`src/rtl/zbritesi_pkg.sv`:
```
// Shared constants and state type for the zbritesi bit-serial subtractor.
// The optional result flags are enabled with the ZBRITESI_FLAGS_EN macro.
package zbritesi_pkg;

  localparam int ZB_WIDTH = 16;
  localparam int ZB_CNT_W = 4;

  typedef enum logic [1:0] {
    ST_IDLE = 2'd0,
    ST_RUN  = 2'd1,
    ST_DONE = 2'd2
  } zb_state_e;

endpackage

```
`src/rtl/zbritesi_serial16_if.sv`:
```
// Request/result bundle for zbritesi_serial16.
// ZERO/NEG/OVF exist only when ZBRITESI_FLAGS_EN is defined.
interface zbritesi_serial16_if
  import zbritesi_pkg::*;
#(
  parameter int WIDTH = ZB_WIDTH
);

  logic             START;
  logic [WIDTH-1:0] A;
  logic [WIDTH-1:0] B;
  logic             BUSY;
  logic             DONE;
  logic [WIDTH-1:0] DIFF;
  logic             BOUT;
`ifdef ZBRITESI_FLAGS_EN
  logic             ZERO;
  logic             NEG;
  logic             OVF;
`endif

  modport master (
`ifdef ZBRITESI_FLAGS_EN
    input  ZERO, NEG, OVF,
`endif
    output START, A, B,
    input  BUSY, DONE, DIFF, BOUT
  );

  modport slave (
`ifdef ZBRITESI_FLAGS_EN
    output ZERO, NEG, OVF,
`endif
    input  START, A, B,
    output BUSY, DONE, DIFF, BOUT
  );

endinterface

```
`src/rtl/zbritesi_serial16_bit.sv`:
```
// One-bit full subtractor cell: d = a - b - bin, with borrow out.
module zbritesi_bit (
  input  logic a,
  input  logic b,
  input  logic bin,
  output logic d,
  output logic bout
);

  assign d    = a ^ b ^ bin;
  assign bout = (~a & b) | (~(a ^ b) & bin);

endmodule

```
`src/rtl/zbritesi_serial16.sv`:
```
// Bit-serial subtractor: DIFF = A - B, one bit per clock, LSB first.
// Defining ZBRITESI_FLAGS_EN adds the ZERO/NEG/OVF result flags.
module zbritesi_serial16
  import zbritesi_pkg::*;
#(
  parameter int WIDTH = ZB_WIDTH
) (
  input  logic                CLK,
  input  logic                RST,
  zbritesi_serial16_if.slave  bus
);

  localparam logic [1:0] S_IDLE = ST_IDLE;
  localparam logic [1:0] S_RUN  = ST_RUN;
  localparam logic [1:0] S_DONE = ST_DONE;
  localparam logic [ZB_CNT_W-1:0] CNT_LAST = ZB_CNT_W'(WIDTH - 1);

  logic [1:0]          state_q, state_d;
  logic [WIDTH-1:0]    a_q, a_d, b_q, b_d;
  logic [WIDTH-1:0]    work_q, work_d;
  logic [WIDTH-1:0]    diff_q, diff_d;
  logic [ZB_CNT_W-1:0] cnt_q, cnt_d;
  logic                br_q, br_d;
  logic                bout_q, bout_d;
  logic                busy_q, busy_d;
  logic                done_q, done_d;
  logic                bit_d, bit_bout;
`ifdef ZBRITESI_FLAGS_EN
  logic                zero_q, zero_d, neg_q, neg_d, ovf_q, ovf_d;
`endif

  zbritesi_bit u_bit (
    .a    (a_q[cnt_q]),
    .b    (b_q[cnt_q]),
    .bin  (br_q),
    .d    (bit_d),
    .bout (bit_bout)
  );

  // Next-state, datapath and result-load logic
  always_comb begin
    state_d = state_q;
    a_d     = a_q;
    b_d     = b_q;
    work_d  = work_q;
    diff_d  = diff_q;
    cnt_d   = cnt_q;
    br_d    = br_q;
    bout_d  = bout_q;
`ifdef ZBRITESI_FLAGS_EN
    zero_d  = zero_q;
    neg_d   = neg_q;
    ovf_d   = ovf_q;
`endif
    case (state_q)
      S_IDLE: begin
        if (bus.START) begin
          state_d = S_RUN;
          a_d     = bus.A;
          b_d     = bus.B;
          br_d    = 1'b0;
          cnt_d   = {ZB_CNT_W{1'b0}};
        end else begin
          state_d = S_IDLE;
        end
      end
      S_RUN: begin
        work_d = {bit_d, work_q[WIDTH-1:1]};
        br_d   = bit_bout;
        cnt_d  = cnt_q + {{(ZB_CNT_W-1){1'b0}}, 1'b1};
        // Results load from the freshly shifted word in the same edge as RUN->DONE.
        if (cnt_q == CNT_LAST) begin
          state_d = S_DONE;
          diff_d  = work_d;
          bout_d  = bit_bout;
`ifdef ZBRITESI_FLAGS_EN
          zero_d  = (work_d == {WIDTH{1'b0}});
          neg_d   = work_d[WIDTH-1];
          ovf_d   = (a_q[WIDTH-1] != b_q[WIDTH-1]) && (work_d[WIDTH-1] != a_q[WIDTH-1]);
`endif
        end else begin
          state_d = S_RUN;
        end
      end
      S_DONE:  state_d = S_IDLE;
      default: state_d = S_IDLE;
    endcase
    busy_d = (state_d == S_RUN);
    done_d = (state_d == S_DONE);
  end

  // State and output registers, cleared asynchronously by RST
  always_ff @(posedge CLK or posedge RST) begin
    if (RST) begin
      state_q <= S_IDLE;
      a_q     <= {WIDTH{1'b0}};
      b_q     <= {WIDTH{1'b0}};
      work_q  <= {WIDTH{1'b0}};
      diff_q  <= {WIDTH{1'b0}};
      cnt_q   <= {ZB_CNT_W{1'b0}};
      br_q    <= 1'b0;
      bout_q  <= 1'b0;
      busy_q  <= 1'b0;
      done_q  <= 1'b0;
`ifdef ZBRITESI_FLAGS_EN
      zero_q  <= 1'b0;
      neg_q   <= 1'b0;
      ovf_q   <= 1'b0;
`endif
    end else begin
      state_q <= state_d;
      a_q     <= a_d;
      b_q     <= b_d;
      work_q  <= work_d;
      diff_q  <= diff_d;
      cnt_q   <= cnt_d;
      br_q    <= br_d;
      bout_q  <= bout_d;
      busy_q  <= busy_d;
      done_q  <= done_d;
`ifdef ZBRITESI_FLAGS_EN
      zero_q  <= zero_d;
      neg_q   <= neg_d;
      ovf_q   <= ovf_d;
`endif
    end
  end

  assign bus.BUSY = busy_q;
  assign bus.DONE = done_q;
  assign bus.DIFF = diff_q;
  assign bus.BOUT = bout_q;
`ifdef ZBRITESI_FLAGS_EN
  assign bus.ZERO = zero_q;
  assign bus.NEG  = neg_q;
  assign bus.OVF  = ovf_q;
`endif

endmodule

```
`src/flat_wrapper.sv`:
```
// flat-port wrapper written by rule: the top's interface ports become plain ports
module zbritesi_serial16_flat import zbritesi_pkg::*;
#(
  parameter int WIDTH = ZB_WIDTH
)
  (CLK, RST, bus_START, bus_A, bus_B, bus_BUSY, bus_DONE, bus_DIFF, bus_BOUT);
  zbritesi_serial16_if #(.WIDTH(WIDTH)) bus_i ();
  input  logic CLK;
  input  logic RST;
  input wire logic [$bits(bus_i.START)-1:0] bus_START;
  input wire logic [$bits(bus_i.A)-1:0] bus_A;
  input wire logic [$bits(bus_i.B)-1:0] bus_B;
  output wire logic [$bits(bus_i.BUSY)-1:0] bus_BUSY;
  output wire logic [$bits(bus_i.DONE)-1:0] bus_DONE;
  output wire logic [$bits(bus_i.DIFF)-1:0] bus_DIFF;
  output wire logic [$bits(bus_i.BOUT)-1:0] bus_BOUT;
  assign bus_i.START = bus_START;
  assign bus_i.A = bus_A;
  assign bus_i.B = bus_B;
  assign bus_BUSY = bus_i.BUSY;
  assign bus_DONE = bus_i.DONE;
  assign bus_DIFF = bus_i.DIFF;
  assign bus_BOUT = bus_i.BOUT;
  zbritesi_serial16 #(.WIDTH(WIDTH)) u_core (.CLK(CLK), .RST(RST), .bus(bus_i));
endmodule
```
`config.mk`:
```
export PLATFORM = sky130hd
export DESIGN_NAME = zbritesi_serial16_flat
export DESIGN_NICKNAME = d
export VERILOG_FILES = /design/src/rtl/zbritesi_pkg.sv /design/src/rtl/zbritesi_serial16_if.sv /design/src/rtl/zbritesi_serial16_bit.sv /design/src/rtl/zbritesi_serial16.sv /design/src/flat_wrapper.sv
export SDC_FILE = /design/constraint.sdc
export NUM_CORES = 1
export LEC_CHECK = 0
export CORE_MARGIN = 2
export CORE_UTILIZATION = 50
export CTS_CLUSTER_DIAMETER = 50
export DETAILED_ROUTE_END_ITERATION = 6
export PLACE_DENSITY_LB_ADDON = 0.1
export SYNTH_ARGS = -nofsm -noshare
export SYNTH_HDL_FRONTEND = slang
export SYNTH_SLANG_ARGS = --single-unit
```
`constraint.sdc`:
```
create_clock -name CLK -period 2.86 [get_ports CLK]
set_clock_uncertainty 0.1 [all_clocks]
set_input_delay 0.429 -clock CLK [delete_from_list [all_inputs] [get_ports CLK]]
set_output_delay 0.429 -clock CLK [all_outputs]
set_load 0.1 [all_outputs]
```
==> results_dict.tcl <==
set metrics [dict create \
    outcome "completed" \
    die_x_um 82.56 \
    total_power_uw 4785 \
    overflow 0 \
    coreArea_mm2 0.005956 \
    tightest_slew_ns 0.5602 \
    end_kind "register" \
    wl_per_cell_um 15.33 \
    die_area_mm2 0.006815 \
    final_nets 320 \
    fmax_ghz 0.3967 \
    met3_length_um 268 \
    period_needed_ns 2.521 \
    cts_root_buf "clkbuf_8" \
    drt-total-wl_um 5551 \
    vias_per_cell 5.343 \
    met2_length_um 2460 \
    place_hpwl_um 3739 \
    seq_area_mm2 0.001827 \
    fin_crit_sh_pct 88.15 \
    wl_met1_um 2735 \
    multi_input_area_mm2 0.001175 \
    diodes 0 \
    grt_max_degree 74 \
    hp-class "in2async" \
    avgSynthCellArea_um2 13.71 \
    start_util_pct 51.81 \
    synth_area_mm2 0.003085 \
    powerDensity_mw_per_mm2 1242 \
    clockBufferDepth 2 \
    cts_hold_buf 0 \
    cts_buffers 9 \
    io_pins 54 \
    cts_resized 0 \
    area_growth_pct 24.90 \
    syn_nets 262 \
    cts_setup_buffers 0 \
    p_leak_uw 0.001789 \
    criticalPathCategory "reg2reg" \
    p_sw_share_pct 40.42 \
    finalSetupViolations 0 \
    grt_pass1_wl_um 9252 \
    power_frac_seq_pct 38.6 \
    critPathArrivalTime_ns 2.65 \
    vias 1934 \
    setup_tns_ns 0 \
    antenna_left 0 \
    irDropWorstVdd_uv 954.4 \
    post-route-util_pct 64.71 \
    die_h_um 82.56 \
    grt_use_total_pct 18.56 \
    critical_path_required_ns 2.99 \
    worstPathMaxFanout 7 \
    top_layer_used "met4" \
    max_cap_viol_count 0 \
    startpoint_type "register" \
    yosys_warnings 0 \
    clk_pin_slew_ns 0.07 \
    p_int_uw 2851 \
    nFillCells 476 \
    power_frac_clock_pct 18.2 \
    gp_congestion 0.6879 \
    drive_gt1_share_pct 31.36 \
    insertion_delay_ns 0.34 \
    numClockSinks 73 \
    comb_power_share_pct 43.2 \
    slew-limit-headroom_pct 62.58 \
    slew_viol_final 0 \
    synth.distinct_cells 31 \
    grt_pass1_vias 1887 \
    cts_tree "done" \
    power.switching_uw 1934 \
    port-buffer-count 53 \
    dr.first_iter.drc_count 62 \
    row_count 28 \
    final_hold_viol_count 0 \
    yosys_register_bits 73 \
    rsz0062_at_grt "no" \
    ys_seq_area_share_pct 59.21 \
    remaining_drc_errors 0 \
    netlist_instances 225 \
    dr.pass1.iters 4 \
    h-tree-depth 3 \
    antenna_found_initial 0 \
]
-- power by group through the flow --
stage,registers [µW],clock network [µW],logic [µW]
5_1_grt,1910,942,2240
3_5_place_dp,1870,0,2080
6_report,1850,872,2060
2_1_floorplan,2370,0,1100
4_1_cts,1860,888,2090
3_3_place_gp,1860,0,2040
-- layer usage --
metal	GRT usage, %	vias up
li1	-	904
met1	26.29	977
met2	27.02	44
met3	5.109	9
met4	7.869	0
met5	0	-
-- path summary, 6_finish.rpt --
kind,start,end,slack [ns],depth (start not counted)
setup / recovery,u_core.cnt_q[0]$_DFFE_PP0P_,u_core.bus.DIFF[15]$_DFFE_PP0P_,0.34,6
max in group asynchronous,RST,u_core.bus.DIFF[14]$_DFFE_PP0P_,1.98,3
hold reg to reg,u_core.work_q[1]$_DFFE_PP0N_,u_core.work_q[1]$_DFFE_PP0N_,0.38,2
min in group CLK,u_core.work_q[1]$_DFFE_PP0N_,u_core.work_q[1]$_DFFE_PP0N_,0.38,2
hold / removal,RST,u_core.bus.DIFF[1]$_DFFE_PP0P_,0.36,3
setup reg to reg,u_core.cnt_q[0]$_DFFE_PP0P_,u_core.bus.DIFF[15]$_DFFE_PP0P_,0.34,6
-- layout make-up --
cell class,instances,area share (%)
tap,75,2.435
clock inverter,3,1.688
clock buffer,12,3.766
inverter,2,0.1948
multi-input combinational,138,30.49
timing repair buffer,59,14.03
sequential,73,47.40
-- state kept, by name (all words and copies together) (netlist names), 2 cells and up --
name and count:
u_core.a_q 16, u_core.b_q 16, u_core.bus.DIFF 16, u_core.cnt_q 4, u_core.state_q 2, u_core.work_q 15
-- worst max-delay path, stage by stage, from the launching register on --
cell,delay (ns)
dfrtp_1,0.53
buf_4,0.21
mux4_1,0.54
mux2i_1,0.14
o21ai_1,0.10
fa_1,0.50
mux2_2,0.28
-- synthesized netlist by cell type (all sizes together) --
library cell	n	area (µm²)
dfrtp	73	1827
mux2	48	540.5
nand2	47	176.4
buf	9	65.06
mux2i	7	70.07
mux4	6	150.1
o21ai	5	25.02
clkbuf	3	11.26
nor2	3	18.77
nor2b	3	18.77
a21o	2	15.01
a22o	2	17.52
a22oi	2	15.01
a32oi	2	17.52
inv	2	7.510
nand2b	2	12.51
fa	1	20.02
ha	1	12.51
nand3	1	10.01
nand3b	1	7.510
nand4	1	6.260
nor3b	1	18.77
o21a	1	7.510
o21bai	1	7.510
o31ai	1	7.510
-- cells by family after synthesis --
family                   count (synthesis)  share of synthesized area, %
flip-flops                              73                         59.21
multiplexers                            61                         24.66
AND/OR/NAND/NOR                         59                         8.719
AO/OA/AOI/OAI                           16                         3.650
buffers and inverters                   14                         2.717
adder cells (fa/ha/maj)                  2                         1.054
-- cell usage in the layout, fill, tap and decap left out --
master / synthesis / routed
dfrtp_1: 73 / 73
nand2_1: 47 / 47
mux2_2: 46 / 46
clkdlybuf4s50_1: 0 / 34
buf_4: 3 / 24
clkbuf_8: 0 / 10
mux2i_1: 7 / 7
o21ai_0: 4 / 4
mux4_1: 4 / 4
nor2b_1: 3 / 3
nand2b_1: 2 / 2
a22o_1: 2 / 2
mux2_1: 2 / 2
a21o_1: 2 / 2
nor2_1: 2 / 2
a22oi_1: 2 / 2
mux4_2: 2 / 2
a32oi_1: 2 / 2
clkbuf_1: 3 / 2
bufinv_16: 0 / 2
o21bai_1: 1 / 1
nor3b_4: 1 / 1
nand3_2: 1 / 1
nor2_4: 1 / 1
o21ai_1: 1 / 1
inv_1: 2 / 1
o21a_1: 1 / 1
inv_2: 0 / 1
nand4_1: 1 / 1
nand3b_1: 1 / 1
o31ai_1: 1 / 1
fa_1: 1 / 1
ha_1: 1 / 1
clkinv_2: 0 / 1
buf_12: 0 / 1
-- through the flow --
stage	instance area (µm²)	instances	hold WS (ns)	setup WS, ns
floorplan	3085	225	0.3402	0.4777
global placement	3643	347	0.3614	0.3824
detailed placement	3643	347	0.3671	0.3444
CTS	3854	362	0.3862	0.3334
global route	3854	362	0.4133	0.2386
finish	3854	362	0.3567	0.3389
Note: power is estimated with default switching activity, not from simulation.
==> variant, RTL diff (same flow settings) <==
The package constant `ZB_CNT_W` goes from 4 to 5.
--- a/src/rtl/zbritesi_pkg.sv
+++ b/src/rtl/zbritesi_pkg.sv
@@ -4,5 +4,5 @@
 
   localparam int ZB_WIDTH = 16;
-  localparam int ZB_CNT_W = 4;
+  localparam int ZB_CNT_W = 5;
 
   typedef enum logic [1:0] {
Behaviour: same outputs for any inputs over 10 cycles, from zero or initial values and one cycle with RST high; that may be too few to reach the edited logic, so the function may still have changed.
==> variant against the unedited design <==
- core utilization decreased by 0.57 points
- cell area decreased by 0.29%
- worst setup slack got worse by 0.061 ns
- sequential cell count increased by 1
- routed wire length decreased by 5.5%
- area after synthesis increased by 1.4%
- die area increased by 1.3%
- via count decreased by 1.9%
Power is left out: the tool's default activity adds up to more than one toggle a clock period on the data nets, which glitch-free logic cannot reach.
==> variant: results <==
[setup_path]
slowest_delay_ns = 0.59
crit_family = multiplexers
r2r_setup_slack_ns = 0.28
crit_arrival_ns = 2.70
slowest_stage = dfrtp_1
r2r_cells = 6
crit_fanout = 9

[cells_and_area]
layout-drive-gt1-share_pct = 30.56
nets = 325

[route]
drtIter0Drc = 114
first_pass_iters = 4
via_per_inst = 5.226
drt-total-wl_um = 5246

[clock_tree]
post_cts_buffers = 0
clockBufferDepth = 2
cts_resized = 0

[worst_hold_path]
hp-class = reg2reg
min_from = u_core.work_q[1]

[placed_design]
hpwl_um = 3790
globalplace.congestion = 0.8018

[global_routing]
grtUsageMet2_pct = 28.15
track_usage_pct = 17.27
grt_max_degree = 42
grt_antenna_before_repair = 0
grt_pass1_wl_um = 9453
grt_use_met1_pct = 22.43
grt_util_met3_pct = 4.473
first_global_vias = 1930

[logic_synthesis]
ys_seq_area_share_pct = 59.20
synthTopCellsByArea = dfrtp_1 59%, mux2_2 17%, nand2_1 6.1%, mux4_1 4.2%, mux4_2 2.2%
syn-num-nets = 267
yosys-top-cells-count = 74 x dfrtp_1, 51 x nand2_1, 47 x mux2_2
ys_types = 26

[timing]
worst_pin_slew_ns = 0.7581

[run_status]
status = finished clean
## variant: cell count changes after synthesis, sizes merged, moves of 2 or more
| cell | unedited run | this run |
|---|---|---|
| mux2i | 7 | 1 |
| nand2 | 47 | 51 |
| inv | 2 | 5 |
| a21o | 2 | 0 |
| a32oi | 2 | 0 |
| and3 | 0 | 2 |
| mux4 | 6 | 8 |
| nand3 | 1 | 3 |
| o21bai | 1 | 3 |
## variant: layer usage
| layer | share of wire (%) | up-vias | wire length (µm) |
|---|---|---|---|
| li1 | - | 905 | - |
| met1 | 44 | 938 | 2305 |
| met2 | 50 | 47 | 2642 |
| met3 | 4.2 | 7 | 222 |
| met4 | 1.4 | 0 | 75 |
| met5 | 0 | - | 0 |
## variant: cell type report
cell class,instances,area (µm²)
Timing Repair Buffer,59,540.5
Tap cell,75,93.84
Sequential cell,74,1852
Fill cell,461,2148
Clock buffer,11,131.4
Multi-Input combinational cell,138,1176
Inverter,5,18.77
Clock inverter,1,30.03
## variant: cells by family after synthesis
| group | share of synthesized area [%] |
|---|---|
| flops | 59.20 |
| simple gates | 9.280 |
| mux | 24.32 |
| fa+ha+maj | 1.440 |
| buf+inv | 3.200 |
| compound gates | 2.560 |
## variant: through the flow
stage	cell area (µm²)	cells	utilization [%]	setup slack (ns)	hold WS, ns
2_1_floorplan	3128	229	-	0.4494	0.3418
5_1_grt	3842	363	64.14	0.1995	0.4140
3_5_place_dp	3681	351	61.45	0.2857	0.3696
3_3_place_gp	3681	351	61.45	0.3700	0.3630
4_1_cts	3842	363	64.14	0.2847	0.3861
6_report	3842	363	64.14	0.2778	0.3796
## variant: worst max-delay path by stage
| stage | from | endpoint | slack (ns) | cells after the start |
|---|---|---|---|---|
| detailed placement | u_core.cnt_q[0] | u_core.bus.DIFF[15] | 0.29 | 6 |
| CTS | u_core.cnt_q[0] | u_core.bus.DIFF[15] | 0.28 | 6 |
| global placement | u_core.cnt_q[0] | u_core.bus.DIFF[15] | 0.37 | 6 |
| finish | u_core.cnt_q[0] | u_core.bus.DIFF[15] | 0.28 | 6 |
| global route | u_core.cnt_q[0] | u_core.bus.DIFF[15] | 0.20 | 6 |
| floorplan | RST | u_core.a_q[0] | 0.45 | 1 |
## variant: worst register-to-register path, delay by kind of cell, from the launching register on
kind | cells | cell delay, ns
adders and majority gates | 1 | 0.45
AOI/OAI and AO/OA | 1 | 0.13
buffers and inverters | 1 | 0.22
muxes | 2 | 0.77
and+or+nand+nor | 1 | 0.21
DFF | 1 | 0.59
